File: src/rtl/bootmem_loader.sv
`default_nettype none
// ============================================================================
// Module   : bootmem_loader
// Purpose  : Write-side companion to the boot ROM. Takes a byte stream over a
//            valid/ready handshake, packs bytes little-endian into DATA_WIDTH
//            words and writes them to a single-ported RAM from a programmed
//            base address. Used to fill boot memory at run time.
// Ports    : clk, resetn (async, active low)
//            start, base_addr, word_count  - load request (IDLE/DONE only)
//            byte_valid, byte_ready, byte_data - byte stream handshake
//            mem_ce, mem_we, mem_addr, mem_din - RAM write port (WRITE only)
//            busy, done, err                - status; err valid while done=1
// Options  : BOOTMEM_LOADER_CHECKSUM_EN adds input expected_sum; the load then
//            fails if the wrapping sum of all written words differs from it.
// Revision : 1.0 - initial release
// ============================================================================
module bootmem_loader #(
  parameter int ADDR_WIDTH = 8,
  parameter int DATA_WIDTH = 64
) (
  input  logic                  clk,
  input  logic                  resetn,
  input  logic                  start,
  input  logic [ADDR_WIDTH-1:0] base_addr,
  input  logic [ADDR_WIDTH:0]   word_count,
`ifdef BOOTMEM_LOADER_CHECKSUM_EN
  input  logic [DATA_WIDTH-1:0] expected_sum,
`endif
  input  logic                  byte_valid,
  output logic                  byte_ready,
  input  logic [7:0]            byte_data,
  output logic                  mem_ce,
  output logic                  mem_we,
  output logic [ADDR_WIDTH-1:0] mem_addr,
  output logic [DATA_WIDTH-1:0] mem_din,
  output logic                  busy,
  output logic                  done,
  output logic                  err
);

  localparam int NB    = DATA_WIDTH / 8;
  localparam int IDX_W = (NB > 1) ? $clog2(NB) : 1;
  localparam logic [IDX_W-1:0]    C_LAST_IDX = IDX_W'(NB - 1);
  // 2**ADDR_WIDTH at ADDR_WIDTH+2 bits, so base+count can never overflow
  localparam logic [ADDR_WIDTH+1:0] C_DEPTH = {2'b01, {ADDR_WIDTH{1'b0}}};
  localparam logic [ADDR_WIDTH:0]   C_ONE_WORD = (ADDR_WIDTH+1)'(1);

  typedef enum logic [1:0] {
    S_IDLE    = 2'd0,
    S_COLLECT = 2'd1,
    S_WRITE   = 2'd2,
    S_DONE    = 2'd3
  } state_t;

  state_t                r_state;
  state_t                w_state_nxt;
  logic [IDX_W-1:0]      r_idx;
  logic [ADDR_WIDTH-1:0] r_addr;
  logic [ADDR_WIDTH:0]   r_remain;
  logic [DATA_WIDTH-1:0] r_word;
  logic                  r_err;

  logic [ADDR_WIDTH+1:0] w_end;
  logic                  w_range_bad;
  logic                  w_zero_cnt;
  logic                  w_last_word;
  logic                  w_zero_err;
  logic                  w_final_err;

  assign w_end       = {2'b00, base_addr} + {1'b0, word_count};
  assign w_range_bad = (w_end > C_DEPTH);
  assign w_zero_cnt  = (word_count == '0);
  assign w_last_word = (r_remain == C_ONE_WORD);

`ifdef BOOTMEM_LOADER_CHECKSUM_EN
  logic [DATA_WIDTH-1:0] r_sum;
  logic [DATA_WIDTH-1:0] r_expected;
  logic [DATA_WIDTH-1:0] w_sum_nxt;

  assign w_sum_nxt   = r_sum + r_word;
  // An empty load has a sum of zero
  assign w_zero_err  = (expected_sum != '0);
  // Include the word being written now, since r_sum lags by one write
  assign w_final_err = (w_sum_nxt != r_expected);

  always_ff @(posedge clk or negedge resetn) begin
    if (!resetn) begin
      r_sum      <= '0;
      r_expected <= '0;
    end else if (start && (r_state == S_IDLE || r_state == S_DONE)) begin
      r_sum      <= '0;
      r_expected <= expected_sum;
    end else if (r_state == S_WRITE) begin
      r_sum      <= w_sum_nxt;
    end
  end
`else
  assign w_zero_err  = 1'b0;
  assign w_final_err = 1'b0;
`endif

  // State register
  always_ff @(posedge clk or negedge resetn) begin
    if (!resetn) r_state <= S_IDLE;
    else         r_state <= w_state_nxt;
  end

  // Next state and Moore outputs
  always_comb begin
    w_state_nxt = r_state;
    byte_ready  = 1'b0;
    busy        = 1'b0;
    done        = 1'b0;
    mem_ce      = 1'b0;
    mem_we      = 1'b0;
    mem_addr    = '0;
    mem_din     = '0;
    unique case (r_state)
      S_IDLE, S_DONE: begin
        done = (r_state == S_DONE);
        if (start) begin
          if (w_zero_cnt || w_range_bad) w_state_nxt = S_DONE;
          else                           w_state_nxt = S_COLLECT;
        end
      end
      S_COLLECT: begin
        byte_ready = 1'b1;
        busy       = 1'b1;
        if (byte_valid && r_idx == C_LAST_IDX) w_state_nxt = S_WRITE;
      end
      S_WRITE: begin
        busy        = 1'b1;
        mem_ce      = 1'b1;
        mem_we      = 1'b1;
        mem_addr    = r_addr;
        mem_din     = r_word;
        w_state_nxt = w_last_word ? S_DONE : S_COLLECT;
      end
      default: w_state_nxt = S_IDLE;
    endcase
  end

  assign err = r_err;

  // Datapath: byte assembly, address/count tracking, error flag
  always_ff @(posedge clk or negedge resetn) begin
    if (!resetn) begin
      r_idx    <= '0;
      r_addr   <= '0;
      r_remain <= '0;
      r_word   <= '0;
      r_err    <= 1'b0;
    end else begin
      unique case (r_state)
        S_IDLE, S_DONE: begin
          if (start) begin
            r_idx <= '0;
            if (w_zero_cnt) begin
              r_err <= w_zero_err;
            end else if (w_range_bad) begin
              r_err <= 1'b1;
            end else begin
              r_addr   <= base_addr;
              r_remain <= word_count;
              r_err    <= 1'b0;
            end
          end
        end
        S_COLLECT: begin
          if (byte_valid) begin
            r_word[8*r_idx +: 8] <= byte_data;
            r_idx <= (r_idx == C_LAST_IDX) ? '0 : r_idx + IDX_W'(1);
          end
        end
        S_WRITE: begin
          // After the final word r_addr may step past the top; it is never used
          r_addr   <= r_addr + ADDR_WIDTH'(1);
          r_remain <= r_remain - C_ONE_WORD;
          if (w_last_word) r_err <= w_final_err;
        end
        default: ;
      endcase
    end
  end

endmodule
`default_nettype wire

File: config.mk
export PLATFORM = sky130hd
export DESIGN_NAME = bootmem_loader
export DESIGN_NICKNAME = d
export VERILOG_FILES = /design/src/rtl/bootmem_loader.sv
export SDC_FILE = /design/constraint.sdc
export NUM_CORES = 1
export LEC_CHECK = 0
export BUFFER_PORTS_ARGS = -buffer_cell sky130_fd_sc_hd__buf_4
export CAP_MARGIN = 10
export CORE_MARGIN = 4
export CORE_UTILIZATION = 55
export CTS_CLUSTER_SIZE = 24
export DETAILED_ROUTE_END_ITERATION = 16
export PLACE_DENSITY = 0.78
export SLEW_MARGIN = 15
export SYNTH_ARGS = -nofsm -noshare
export SYNTH_HDL_FRONTEND = slang
export SYNTH_SLANG_ARGS = --single-unit
File: constraint.sdc
create_clock -name clk -period 3.5 [get_ports clk]
set_input_delay 0.35 -clock clk [delete_from_list [all_inputs] [get_ports clk]]
set_output_delay 0.35 -clock clk [all_outputs]
set_load 0.01 [all_outputs]
==> impl_metrics.ini <==
[outcome]
status = complete, no violations

[worst_setup_path]
cp.required_ns = 3.73
reg2reg_slack_ns = 0.83
startpoint_type = input port
path_delay_family = compound AO/OA/AOI/OAI gates
cp_common_cell = buf_4
cp_max_fo = 9
worstRegToRegCells = 7
slowest_stage = o41ai_4
critical_path_class = in2reg
end_kind = flip-flop
setup.worst_path.start = word_count[0]
cpPeakStageDelay_ns = 0.53
reg2reg_to = r_word[48]
arrival_ns = 3.21
reg2reg_from = r_idx[0]
path_buf_inv = 3
path_cells = buf_4 -> ha_1 -> inv_1 -> fa_1 -> and2b_1 -> o31a_1 -> o311a_1 -> o22ai_1 -> o41ai_4 -> o21ai_4 -> buf_4 -> a311oi_2 -> o211ai_1

[placement]
io_buffers = 106
dpl.hpwl_um = 9644
routabilityCongestion = 0.8985

[synthesis]
synth_edf_count = 0
yosysWarnings = 0
ys_ff_latch = 87
ys.flop_type = dfrtp_1
syn_nets = 583
yosys-top-cells-area = dfrtp_1 (43%), mux2_2 (8.7%), and2_1 (7.4%)
synth_top_area_share_pct = 43.05
synth_cell_type_count = 58
yosys.area.top_type = dfrtp_1
avgSynthCellArea_um2 = 9.471
ys_seq_area_share_pct = 43.05
async_flop_share_pct = 100.0
synth_area_um2 = 5057
synth_cells = 534

[sta]
post-route-period-util_pct = 85.42
whs_ns = 0.08134
finalSetupTns_ns = 0
fin_crit_ns = 2.990
slew_viol_final = 0
final-setup-viol-count = 0
rsz0062_at_grt = no
hold_violations = 0
max_slew_margin_pct = 42.41
max_slew.worst_pin.slew_ns = 0.8629
clock_skew_ns = 0.01541
fmax_mhz = 334.5

[clock_tree]
clk_pin_slew_ns = 0.09
cts_tree = done
post_cts_buffers = 0
cts_hold_buffers = 0
clock-sinks = 87
cts-htree-levels = 3
insertion_delay_ns = 0.36
cts_buffer_depth = 2
cts_inserted_buffers = 9
cts_resized = 0
root_buffer = clkbuf_8

[routing]
vias = 4323
wire_per_inst_um = 17.71
vias_per_cell = 5.818
drtPass1Iterations = 5
antenna_left = 0
drc = 0
wl_um = 13160
drt-initial-drc-count = 190

[layout]
utilization_pct = 69.26
area_delta_synth_final_pct = 21.18
multiInputGateArea_um2 = 2643
final_nets = 679
diodes = 0
fill_cells = 674
drive_above_1_share_pct = 29.29
seqCellArea_um2 = 2177

[die]
io_pins = 107
die_y_um = 103.9
die_w_um = 103.9
fp-row-count = 34
core_region_area_um2 = 8848
die_area_um2 = 10790
start_util_pct = 57.15

[global_route]
grtUsageTotal_pct = 24.53
grt_pass1_vias = 4115
grt_max_degree = 66
grt-ovfl-total = 0
grt_pass1_wl_um = 21720
grt_antenna_before_repair = 0

[hold_path]
min_path_type = in2async

[power_and_ir_drop]
peakVddDrop_v = 0.0004717
power_leakage_nw = 2.993
power.density_nw_per_um2 = 685.5

[run]
cap_violations = 0
layer usage:
metal | part of all wire (%) | global-route usage (%)
met1 | 46 | 37.00
met2 | 47 | 37.93
met3 | 5.6 | 3.476
met4 | 0.85 | 4.938
met5 | 0 | 0
where the power goes:
part,internal [W],switching (W)
logic,0.000878,0.00108
registers,0.00134,0.000219
clock network,0.000281,0.000399
registers in the layout (all words and copies together), names as in the netlist:
signal / flops
r_word: 64
r_remain: 9
r_addr: 8
r_idx: 3
r_state: 2
err: 1
through the flow:
stage / instances / total power, W / setup WS [ns] / cell area, µm²
after floorplan: 534 / 0.002834 / 0.5747 / 5057
after global placement: 727 / 0.003463 / 0.2724 / 5934
after detailed placement: 727 / 0.003526 / 0.1594 / 5934
after CTS: 743 / 0.004207 / 0.5208 / 6128
after global routing: 743 / 0.004502 / 0.2163 / 6128
final: 743 / 0.004201 / 0.5103 / 6128
cells by family (layout without fill, tap and decap cells):
| logic type | count (synthesis) | in the layout | share of synthesized area, % |
|---|---|---|---|
| AOI/OAI and AO/OA | 106 | 106 | 15.19 |
| and+or+nand+nor | 214 | 214 | 21.72 |
| adders and majority gates | 20 | 20 | 5.097 |
| xor gates and xnor gates | 3 | 3 | 0.5196 |
| muxes | 44 | 44 | 9.673 |
| buffers and inverters | 60 | 161 | 4.750 |
| DFF | 87 | 87 | 43.05 |
how the worst max path moves through the flow:
stage | depth (start not counted) | slack, ns | endpoint
after global placement | 13 | 0.27 | r_remain[8]
after global routing | 13 | 0.22 | r_remain[8]
after detailed placement | 13 | 0.16 | r_remain[8]
final | 13 | 0.51 | r_remain[8]
after CTS | 13 | 0.52 | r_remain[8]
after floorplan | 12 | 0.57 | r_remain[8]
cells in the final DEF, fill, tap and decap left out, types with 4 or more instances in the layout:
| cell type | instances |
|---|---|
| inv_8 | 4 |
| nor4_1 | 4 |
| o211ai_1 | 7 |
| o311ai_0 | 5 |
| a21oi_1 | 9 |
| o21a_1 | 4 |
| nor3_1 | 17 |
| or3_1 | 6 |
| clkbuf_8 | 9 |
| nand3_1 | 26 |
| dfrtp_1 | 87 |
| and3_1 | 4 |
| buf_4 | 116 |
| nand2b_1 | 4 |
| o21ai_0 | 40 |
| nand2_1 | 43 |
| nor2_1 | 37 |
| inv_1 | 29 |
| and2_1 | 60 |
| mux2i_1 | 5 |
| or2_2 | 4 |
| o2bb2a_1 | 5 |
| mux2_2 | 39 |
| ha_1 | 18 |
| a2bb2oi_1 | 5 |
cells in the mapped netlist (all sizes together) (2+ instances only):
cell     number
a211oi        2
a21oi         9
a22oi         3
a2bb2oi       5
a31oi         3
and2         60
and3          4
buf           5
clkbuf       26
dfrtp        87
ha           19
inv          29
mux2         39
mux2i         5
nand2        44
nand2b        4
nand3        26
nand3b        2
nand4         2
nor2         37
nor3         17
nor4          4
o211ai        7
o21a          4
o21ai        41
o221ai        2
o22ai         4
o2bb2a        5
o2bb2ai       2
o311ai        5
o41ai         2
or2           4
or3           6
xor2          2
layout make-up:
type / instances / share of cell area (%)
Clock buffer: 9 / 2.021
Clock inverter: 7 / 1.143
Inverter: 29 / 1.776
Multi-Input combinational cell: 387 / 43.12
Sequential cell: 87 / 35.52
Tap cell: 108 / 2.205
Timing Repair Buffer: 116 / 14.21
Power figures use the tool's default switching activity.
